[config.mk]
export PLATFORM = sky130hd
export DESIGN_NAME = load_unit_flat
export DESIGN_NICKNAME = d
export VERILOG_FILES = /design/src/rtl/load_unit_pkg.sv /design/src/rtl/load_unit_if.sv /design/src/rtl/load_unit_extend.sv /design/src/rtl/load_unit.sv /design/src/flat_wrapper.sv
export SDC_FILE = /design/constraint.sdc
export NUM_CORES = 1
export LEC_CHECK = 0
export CAP_MARGIN = 40
export CORE_ASPECT_RATIO = 0.7
export CORE_MARGIN = 2
export CORE_UTILIZATION = 49
export CTS_BUF_LIST = sky130_fd_sc_hd__clkbuf_2
export DETAILED_ROUTE_END_ITERATION = 16
export GPL_ROUTABILITY_DRIVEN = 0
export PLACE_DENSITY_LB_ADDON = 0.12
export SLEW_MARGIN = 30
export SYNTH_ARGS = -nofsm -noshare
export SYNTH_HDL_FRONTEND = slang
export SYNTH_HIERARCHICAL = 1
export SYNTH_SLANG_ARGS = --single-unit
[constraint.sdc]
create_clock -name clk -period 3.6 [get_ports clk]
set_input_delay 0.72 -clock clk [delete_from_list [all_inputs] [get_ports clk]]
set_output_delay 0.72 -clock clk [all_outputs]
set_load 0.1 [all_outputs]
[src/rtl/load_unit_pkg.sv]
// Shared definitions for the RV32E load sequencer: funct3 load encodings,
// sequencer states and memory read byte counts.
package load_unit_pkg;

    localparam logic [2:0] F3_LB  = 3'd0;
    localparam logic [2:0] F3_LH  = 3'd1;
    localparam logic [2:0] F3_LW  = 3'd2;
    localparam logic [2:0] F3_LBU = 3'd4;
    localparam logic [2:0] F3_LHU = 3'd5;

    localparam logic [2:0] BYTES_1 = 3'd1;
    localparam logic [2:0] BYTES_2 = 3'd2;
    localparam logic [2:0] BYTES_4 = 3'd4;

    typedef enum logic [1:0] {
        IDLE,
        REQ,
        DONE
    } load_state_e;

    // Byte count handed to mem_controller; 0 marks an illegal funct3.
    function automatic logic [2:0] read_bytes_for(input logic [2:0] f3);
        case (f3)
            F3_LB, F3_LBU: return BYTES_1;
            F3_LH, F3_LHU: return BYTES_2;
            F3_LW:         return BYTES_4;
            default:       return 3'd0;
        endcase
    endfunction

endpackage

[src/rtl/load_unit_if.sv]
// Data-fetch handshake between load_unit (master) and mem_controller (slave).
interface load_unit_if #(
    parameter int ADDR_WIDTH = 24
) ();

    logic [ADDR_WIDTH-1:0] mem_target_address;
    logic [2:0]            mem_read_bytes;
    logic                  mem_is_data_fetch;
    logic                  mem_start_request;
    logic                  mem_request_done;
    logic [31:0]           mem_fetched_data;

    modport master (
        output mem_target_address,
        output mem_read_bytes,
        output mem_is_data_fetch,
        output mem_start_request,
        input  mem_request_done,
        input  mem_fetched_data
    );

    modport slave (
        input  mem_target_address,
        input  mem_read_bytes,
        input  mem_is_data_fetch,
        input  mem_start_request,
        output mem_request_done,
        output mem_fetched_data
    );

endinterface

[src/rtl/load_unit_extend.sv]
// load_extend: turns a raw little-endian memory word into the register value
// for a given load type. Purely combinational, also used by forwarding.
module load_extend
    import load_unit_pkg::*;
(
    input  logic [2:0]  funct3,
    input  logic [31:0] raw_word,
    output logic [31:0] ext_word
);

    always_comb begin
        ext_word = raw_word;
        case (funct3)
            F3_LB:   ext_word = {{24{raw_word[7]}}, raw_word[7:0]};
            F3_LBU:  ext_word = {24'd0, raw_word[7:0]};
            F3_LH:   ext_word = {{16{raw_word[15]}}, raw_word[15:0]};
            F3_LHU:  ext_word = {16'd0, raw_word[15:0]};
            default: ext_word = raw_word;
        endcase
    end

endmodule

[src/rtl/load_unit.sv]
// load_unit: sequences RV32E loads from the execute stage through the
// mem_controller data-fetch handshake and returns the extended result.
module load_unit
    import load_unit_pkg::*;
#(
    parameter int ADDR_WIDTH = 24
) (
    input  logic        clk,
    input  logic        rst_n,
    input  logic        load_start,
    input  logic [2:0]  funct3,
    input  logic [31:0] base_addr,
    input  logic [11:0] offset,
    output logic        load_done,
    output logic [31:0] load_data,
    output logic        load_error,
    load_unit_if.master mem
);

    load_state_e           state_q, state_d;
    logic [31:0]           load_data_q, load_data_d;
    logic                  load_error_q, load_error_d;
    logic [ADDR_WIDTH-1:0] addr_q, addr_d;
    logic [2:0]            bytes_q, bytes_d;
    logic [2:0]            f3_q, f3_d;

    logic [31:0] ea;
    logic [31:0] ext_word;
    logic        bad_load;

    load_extend u_extend (
        .funct3   (f3_q),
        .raw_word (mem.mem_fetched_data),
        .ext_word (ext_word)
    );

    always_ff @(posedge clk) begin
        if (!rst_n) begin
            state_q      <= IDLE;
            load_data_q  <= '0;
            load_error_q <= 1'b0;
            addr_q       <= '0;
            bytes_q      <= '0;
            f3_q         <= '0;
        end else begin
            state_q      <= state_d;
            load_data_q  <= load_data_d;
            load_error_q <= load_error_d;
            addr_q       <= addr_d;
            bytes_q      <= bytes_d;
            f3_q         <= f3_d;
        end
    end

    always_comb begin
        state_d      = state_q;
        load_data_d  = load_data_q;
        load_error_d = load_error_q;
        addr_d       = addr_q;
        bytes_d      = bytes_q;
        f3_d         = f3_q;

        ea       = base_addr + {{20{offset[11]}}, offset};
        // Illegal funct3 yields a zero byte count, so it shares the error path.
        bad_load = (read_bytes_for(funct3) == 3'd0)
                || (((funct3 == F3_LH) || (funct3 == F3_LHU)) && ea[0])
                || ((funct3 == F3_LW) && (ea[1:0] != 2'b00))
                || ((ea >> ADDR_WIDTH) != 32'd0);

        unique case (state_q)
            IDLE: begin
                if (load_start && !mem.mem_request_done) begin
                    load_data_d  = '0;
                    load_error_d = bad_load;
                    if (bad_load) begin
                        state_d = DONE;
                    end else begin
                        addr_d  = ea[ADDR_WIDTH-1:0];
                        bytes_d = read_bytes_for(funct3);
                        f3_d    = funct3;
                        state_d = REQ;
                    end
                end
            end
            REQ: begin
                if (mem.mem_request_done) begin
                    load_data_d = ext_word;
                    state_d     = DONE;
                end
            end
            DONE: begin
                if (!load_start) begin
                    state_d = IDLE;
                end
            end
            default: state_d = IDLE;
        endcase
    end

    always_comb begin
        load_done              = (state_q == DONE);
        load_data              = load_data_q;
        load_error             = load_error_q;
        mem.mem_start_request  = (state_q == REQ);
        mem.mem_target_address = addr_q;
        mem.mem_read_bytes     = bytes_q;
        mem.mem_is_data_fetch  = 1'b1;
    end

endmodule

[src/flat_wrapper.sv]
// flat-port wrapper written by rule: the top's interface ports become plain ports
module load_unit_flat import load_unit_pkg::*;
#(
    parameter int ADDR_WIDTH = 24
)
  (clk, rst_n, load_start, funct3, base_addr, offset, load_done, load_data, load_error, mem_mem_target_address, mem_mem_read_bytes, mem_mem_is_data_fetch, mem_mem_start_request, mem_mem_request_done, mem_mem_fetched_data);
  load_unit_if #(.ADDR_WIDTH(ADDR_WIDTH)) mem_i ();
  input  logic clk;
  input  logic rst_n;
  input  logic load_start;
  input  logic [2:0] funct3;
  input  logic [31:0] base_addr;
  input  logic [11:0] offset;
  output logic load_done;
  output logic [31:0] load_data;
  output logic load_error;
  output wire logic [$bits(mem_i.mem_target_address)-1:0] mem_mem_target_address;
  output wire logic [$bits(mem_i.mem_read_bytes)-1:0] mem_mem_read_bytes;
  output wire logic [$bits(mem_i.mem_is_data_fetch)-1:0] mem_mem_is_data_fetch;
  output wire logic [$bits(mem_i.mem_start_request)-1:0] mem_mem_start_request;
  input wire logic [$bits(mem_i.mem_request_done)-1:0] mem_mem_request_done;
  input wire logic [$bits(mem_i.mem_fetched_data)-1:0] mem_mem_fetched_data;
  assign mem_mem_target_address = mem_i.mem_target_address;
  assign mem_mem_read_bytes = mem_i.mem_read_bytes;
  assign mem_mem_is_data_fetch = mem_i.mem_is_data_fetch;
  assign mem_mem_start_request = mem_i.mem_start_request;
  assign mem_i.mem_request_done = mem_mem_request_done;
  assign mem_i.mem_fetched_data = mem_mem_fetched_data;
  load_unit #(.ADDR_WIDTH(ADDR_WIDTH)) u_core (.clk(clk), .rst_n(rst_n), .load_start(load_start), .funct3(funct3), .base_addr(base_addr), .offset(offset), .load_done(load_done), .load_data(load_data), .load_error(load_error), .mem(mem_i));
endmodule
After elaboration in Yosys (flattened, before gate mapping). Index checks and enable logic that the tools add are counted.

Flip-flop bits (word level): 65. Input port bits: 83. Output and inout port bits: 63. Logic and storage cells: 51.

$add $sub $neg: 1. Equal/unequal tests: 12. Multiplexer cells: 10. Bitwise gates (word level): 1. Reductions and logical operators: 21.

Operators by type and width (number): one-hot mux 32 bit (4 select lines) (1); 2-to-1 mux 32 bit (2); one-hot mux 32 bit (2 select lines) (1); adder 32 bit (1); nonzero test 32 bit (1); equality test 3 bit (second input constant) (4); zero test 3 bit (3); one-hot mux 3 bit (3 select lines) (1); AND reduction 3 bit (3); 2-to-1 mux 2 bit (4); equality test 3 x 1 -> 1 bit (second input constant) (2); one-hot mux 2 bit (3 select lines) (1); logical OR 1 bit (4); != test 2 x 1 -> 1 bit (second input constant) (2); nonzero test 2 bit (2); OR reduction 2 bit (2); equality test 3 x 2 -> 1 bit (second input constant) (1); logical AND 1 bit (3); equality test 2 x 1 -> 1 bit (second input constant) (1); equality test 2 bit (second input constant) (1); zero test 2 bit (1); != test 2 bit (second input constant) (1); AND reduction 2 bit (1); zero test 1 bit (1); NOT 1 bit (1).

Depth between registers and ports, before layout.
Depth after elaboration: 10. Gate-level depth with buffers: 14. Gate-level depth less buffers: 12.

By module. The synthesis kept the hierarchy.

Modules (own cells, without submodules): load_unit (instances 1, cells each 568, area an instance 4468.0 um^2, seq. area each 1301.2 um^2); load_extend (instances 1, cells each 67, area an instance 355.3 um^2, seq. area each 0.0 um^2).

Worst setup path after synthesis. OpenSTA, ideal clock, no wires.

Kind: input to register. Start: in offset[0]. End: reg u_core.addr_q[14], in the netlist u_core/mem.mem_target_address[14]. Setup time: 0.132 ns. Arrival: 3.056 ns. Required time: 3.468 ns. Slack: 0.412 ns. Stages: 13. Buffers on the path: 1. Cell sequence: ha_1 inv_1 fa_1 nand2b_1 a21oi_4 o21ai_2 o211a_1 o311a_1 o32ai_2 nand4_1 buf_4 nor3_2 a211oi_2.

Longest elaborated chain between the ends: 7. Elaborated cells on any way between the ends: 10. Those cells by class: add/sub (1); bitwise (1); reduce/logical (8).

RTL lines: start, declared (RTL line flat_wrapper.sv:13) `input logic [11:0] offset;`; adder 32 bit (*) (RTL line load_unit.sv:63) `ea = base_addr + {{20{offset[11]}}, offset};`; parallel branches: the longest is 6 deep, another holds nonzero test 32 bit; end signal, assigned (RTL line load_unit.sv:49) `addr_q <= addr_d;`; end, declared (RTL line load_unit.sv:23) `logic [ADDR_WIDTH-1:0] addr_q, addr_d;`.

Mark *: on every way between the ends. A chain may end at the register's enable or synchronous reset.

Final worst setup path.
Start: in offset[0]. End: reg u_core.addr_q[8], in the netlist u_core/mem.mem_target_address[8].

Same word-level chain as after synthesis.

==> metrics <==
Required @ worst endpoint=3990 ps; Yosys cell types=68; capturing element type of the critical path=flip-flop; DR vias=6005; Die Width=123 um; I/O pin count=146; design area=7940 um^2; clock slew at reported path FFs=170 ps; Starting Density=50.0%; maxcap violations=0; Startpoint Class=input port; core area=9650 um^2; DRT iter0 DRCs=587; Leakage=3.14 nW; Post-DP Area=7800 um^2; Clock Sinks=65; wire length per cell=17.0 um; Vias/cell=5.90; Layout Nets=1001; max_slew headroom=50.2%; post-route insts no fill=1018; Tcrit/Tclk final=99.0%; Comb pwr share=39.0%; Pwr Total=0.00185 W; number of hold buffers added after CTS=0; Final Slew Violations=0; syn_nets=750; Clock Skew=16.5 ps; sw frac=34.3%; PD cells=232 nW/um^2; Synth async-reset ratio=0%; #FFs+latches synth=65; post-synthesis compound-gate area fraction=29.5%; Post-synth EDFFs=0; # setup viols final=0; sequential fraction of the synthesis area=27.0%; DR DRC count=0; largest family of logic cells by synthesized area=compound AO/OA/AOI/OAI gates; Post-Synth Simple-Gate Area=22.0%; kind of critical path=in2reg; initial antenna violation count=0; Synth area leader=dfxtp_1; post-DP HPWL=13.2 mm; Slew @ Worst Pin=733 ps; Site Rows=30; root buf cell=clkbuf_2; R2R Setup Slk=1360 ps; f_max=281 MHz; CTS tree=yes; RSZ-0062 raised after global routing=true; Netlist Area Pre-Place=4820 um^2; outcome=complete, no violations; clk buf depth=2; final WL=17.3 mm; fraction of layout cells with a size suffix above 1=21.6%; CP cell instances=clkdlybuf4s50_1 > ha_1 > inv_1 > fa_1 > nand2b_1 > a21oi_4 > o21ai_2 > o211a_1 > o311a_1 > o32ai_2 > nand4_1 > buf_4 > buf_4 > o31ai_1 > a21oi_1; CTS Buf Count=9; multiplexer share of the synthesized area=0.493%; ant diodes=0; Arrival @ worst endpoint=3950 ps; die height=87.0 um; first-pass GRT wire length=27.0 mm; port buffer count=144; internal power=0.00121 W; dominant synthesized flop cell=dfxtp_1; Synth top area share=27.0%; Crit path top cell by count=buf_4; Max stage delay on crit path=490 ps; die area=10700 um^2; minimum clock period=3560 ps; Switch Pwr=0.000633 W; Clock Power Share=21.8%; GRT overflow=0; Cells after Synth=635; most common cell in the netlist=a21oi_1; antenna-violating nets left=0; Placed Cells=1000; XOR/XNOR share of the synthesized area=4.72%; minimum hold slack=467 ps; syn_area_per_cell=7.60 um^2; H-tree depth=3; Layout Area Growth over Synthesis=64.6%; number of global-route vias before repair=5598; DRT Pass-1 Iters=5; critical path fanouts, max=11; worst setup margin=35.5 ps; clock latency on the worst-skew pair=520 ps; Worst Path Buf+Inv=4; sequential power share=39.2%; Yosys warning count=6; Adder-Cell Fraction of Synth Area=8.46%; Max VDD drop=0.168 mV; Top delay family on crit path=compound AO/OA/AOI/OAI gates; Hold Path Class=reg2reg; most area-consuming cells after synthesis=dfxtp_1 27%, a21oi_1 8.9%, ha_1 8.0%; Synth top cells by count=86 x a21oi_1, 82 x nand2_1, 65 x dfxtp_1; largest net degree at the start of global routing=39; final hold violations=0; pre-CTS setup slack=-502 ps; GRT Total Usage=31.8%; slowest CP cell=clkdlybuf4s50_1
==> final timing paths <==
| kind | startpoint | to | cells past startpoint |
|---|---|---|---|
| max reg2reg | u_core/state_q[0]$_SDFFE_PN0P_ | u_core/load_data[19]$_SDFFE_PN0P_ | 6 |
| min | u_core/load_data[10]$_SDFFE_PN0P_ | u_core/load_data[10]$_SDFFE_PN0P_ | 2 |
| min reg2reg | u_core/load_data[10]$_SDFFE_PN0P_ | u_core/load_data[10]$_SDFFE_PN0P_ | 2 |
| max | offset[0] | u_core/mem.mem_target_address[8]$_SDFFE_PN0P_ | 15 |
==> power by group through the flow <==
stage | Sequential (W) | Combinational, W | Clock [W]
global placement | 0.000739 | 0.000671 | 0
floorplan | 0.000745 | 0.000385 | 0
global route | 0.000724 | 0.000771 | 0.000445
CTS | 0.000723 | 0.000701 | 0.000404
finish | 0.000724 | 0.000720 | 0.000402
detailed placement | 0.000738 | 0.000696 | 0
==> flip-flops by register name, summed over array words and instances (netlist names) <==
signal and flops:
u_core/mem.mem_read_bytes 3, u_core/load_data 32, u_core/mem.mem_target_address 24, u_core/f3_q 3
u_core/state_q 2, u_core/load_error 1
==> cells by family (layout without fill, tap and decap cells) <==
group                      after synthesis  in the layout
xor gates and xnor gates                26             26
other                                    1              1
muxes                                    2              2
and+or+nand+nor                        215            215
adders and majority gates               32             32
buffers and inverters                   71            326
DFF                                     65             65
AOI/OAI and AO/OA                      223            223
==> tightest hold or removal path, delay by kind of cell (launching register included) <==
family             cells  cell delay, ps
and+or+nand+nor        1              50
DFF                    1             350
AOI/OAI and AO/OA      1              50
==> per-stage QoR <==
stage | setup TNS (ps) | utilization, %
2_1_floorplan | 0 | -
3_3_place_gp | -10690 | 70.9
3_5_place_dp | -14350 | 80.9
4_1_cts | 0 | 81.8
5_1_grt | -344 | 82.3
6_report | 0 | 82.3
==> routing by layer <==
metal | track usage, % | vias up | wire, um
met3 | 6.41 | 28 | 1300
met1 | 40.9 | 2837 | 7410
met2 | 54.5 | 316 | 8270
met5 | 0 | - | 0
li1 | - | 2824 | -
met4 | 8.78 | 0 | 306
==> cells in the final DEF, fill, tap and decap left out, types with 2 or more instances in the layout <==
master,synthesis,routed
nand2b_1,6,6
a21oi_1,86,85
buf_8,0,53
o31ai_1,29,28
clkbuf_2,2,9
inv_1,10,10
ha_1,31,31
o211ai_1,4,4
a21o_1,12,12
nor2b_1,6,5
and3_1,3,3
a211oi_2,3,3
o211a_1,2,2
o21bai_1,2,2
nand4_1,33,33
and4_1,3,3
buf_16,0,6
o21ai_0,39,39
o21a_1,10,10
a21oi_2,2,3
buf_4,11,94
nor3_1,9,9
o21ai_1,5,5
clkinv_1,0,4
xnor2_1,17,17
nor2_1,24,24
a211o_1,2,2
a211oi_1,2,2
nand2_1,82,82
and2_1,2,2
a21boi_0,2,2
a31oi_1,5,5
buf_12,0,3
clkdlybuf4s50_1,0,141
a221oi_1,3,3
buf_6,6,3
dfxtp_1,65,65
nand3_1,35,35
nor3b_1,2,2
xor2_1,9,9
==> repair_timing <==
| item | CTS | global route |
|---|---|---|
| endpoints found under the setup margin | 0 | 32 |
| setup buffers | 0 | 1 |
| resized for setup | 0 | 3 |
==> final cells by class <==
cell class                 instances  area [um^2]
multi-input combinational        499         3170
tap                              128          160
inverter                          11         41.3
fill                             614         1710
sequential                        65         1300
timing repair buffer             300         3170
clock inverter                     6         50.0
clock buffer                       9         45.0
Power figures use the tool's default switching activity.
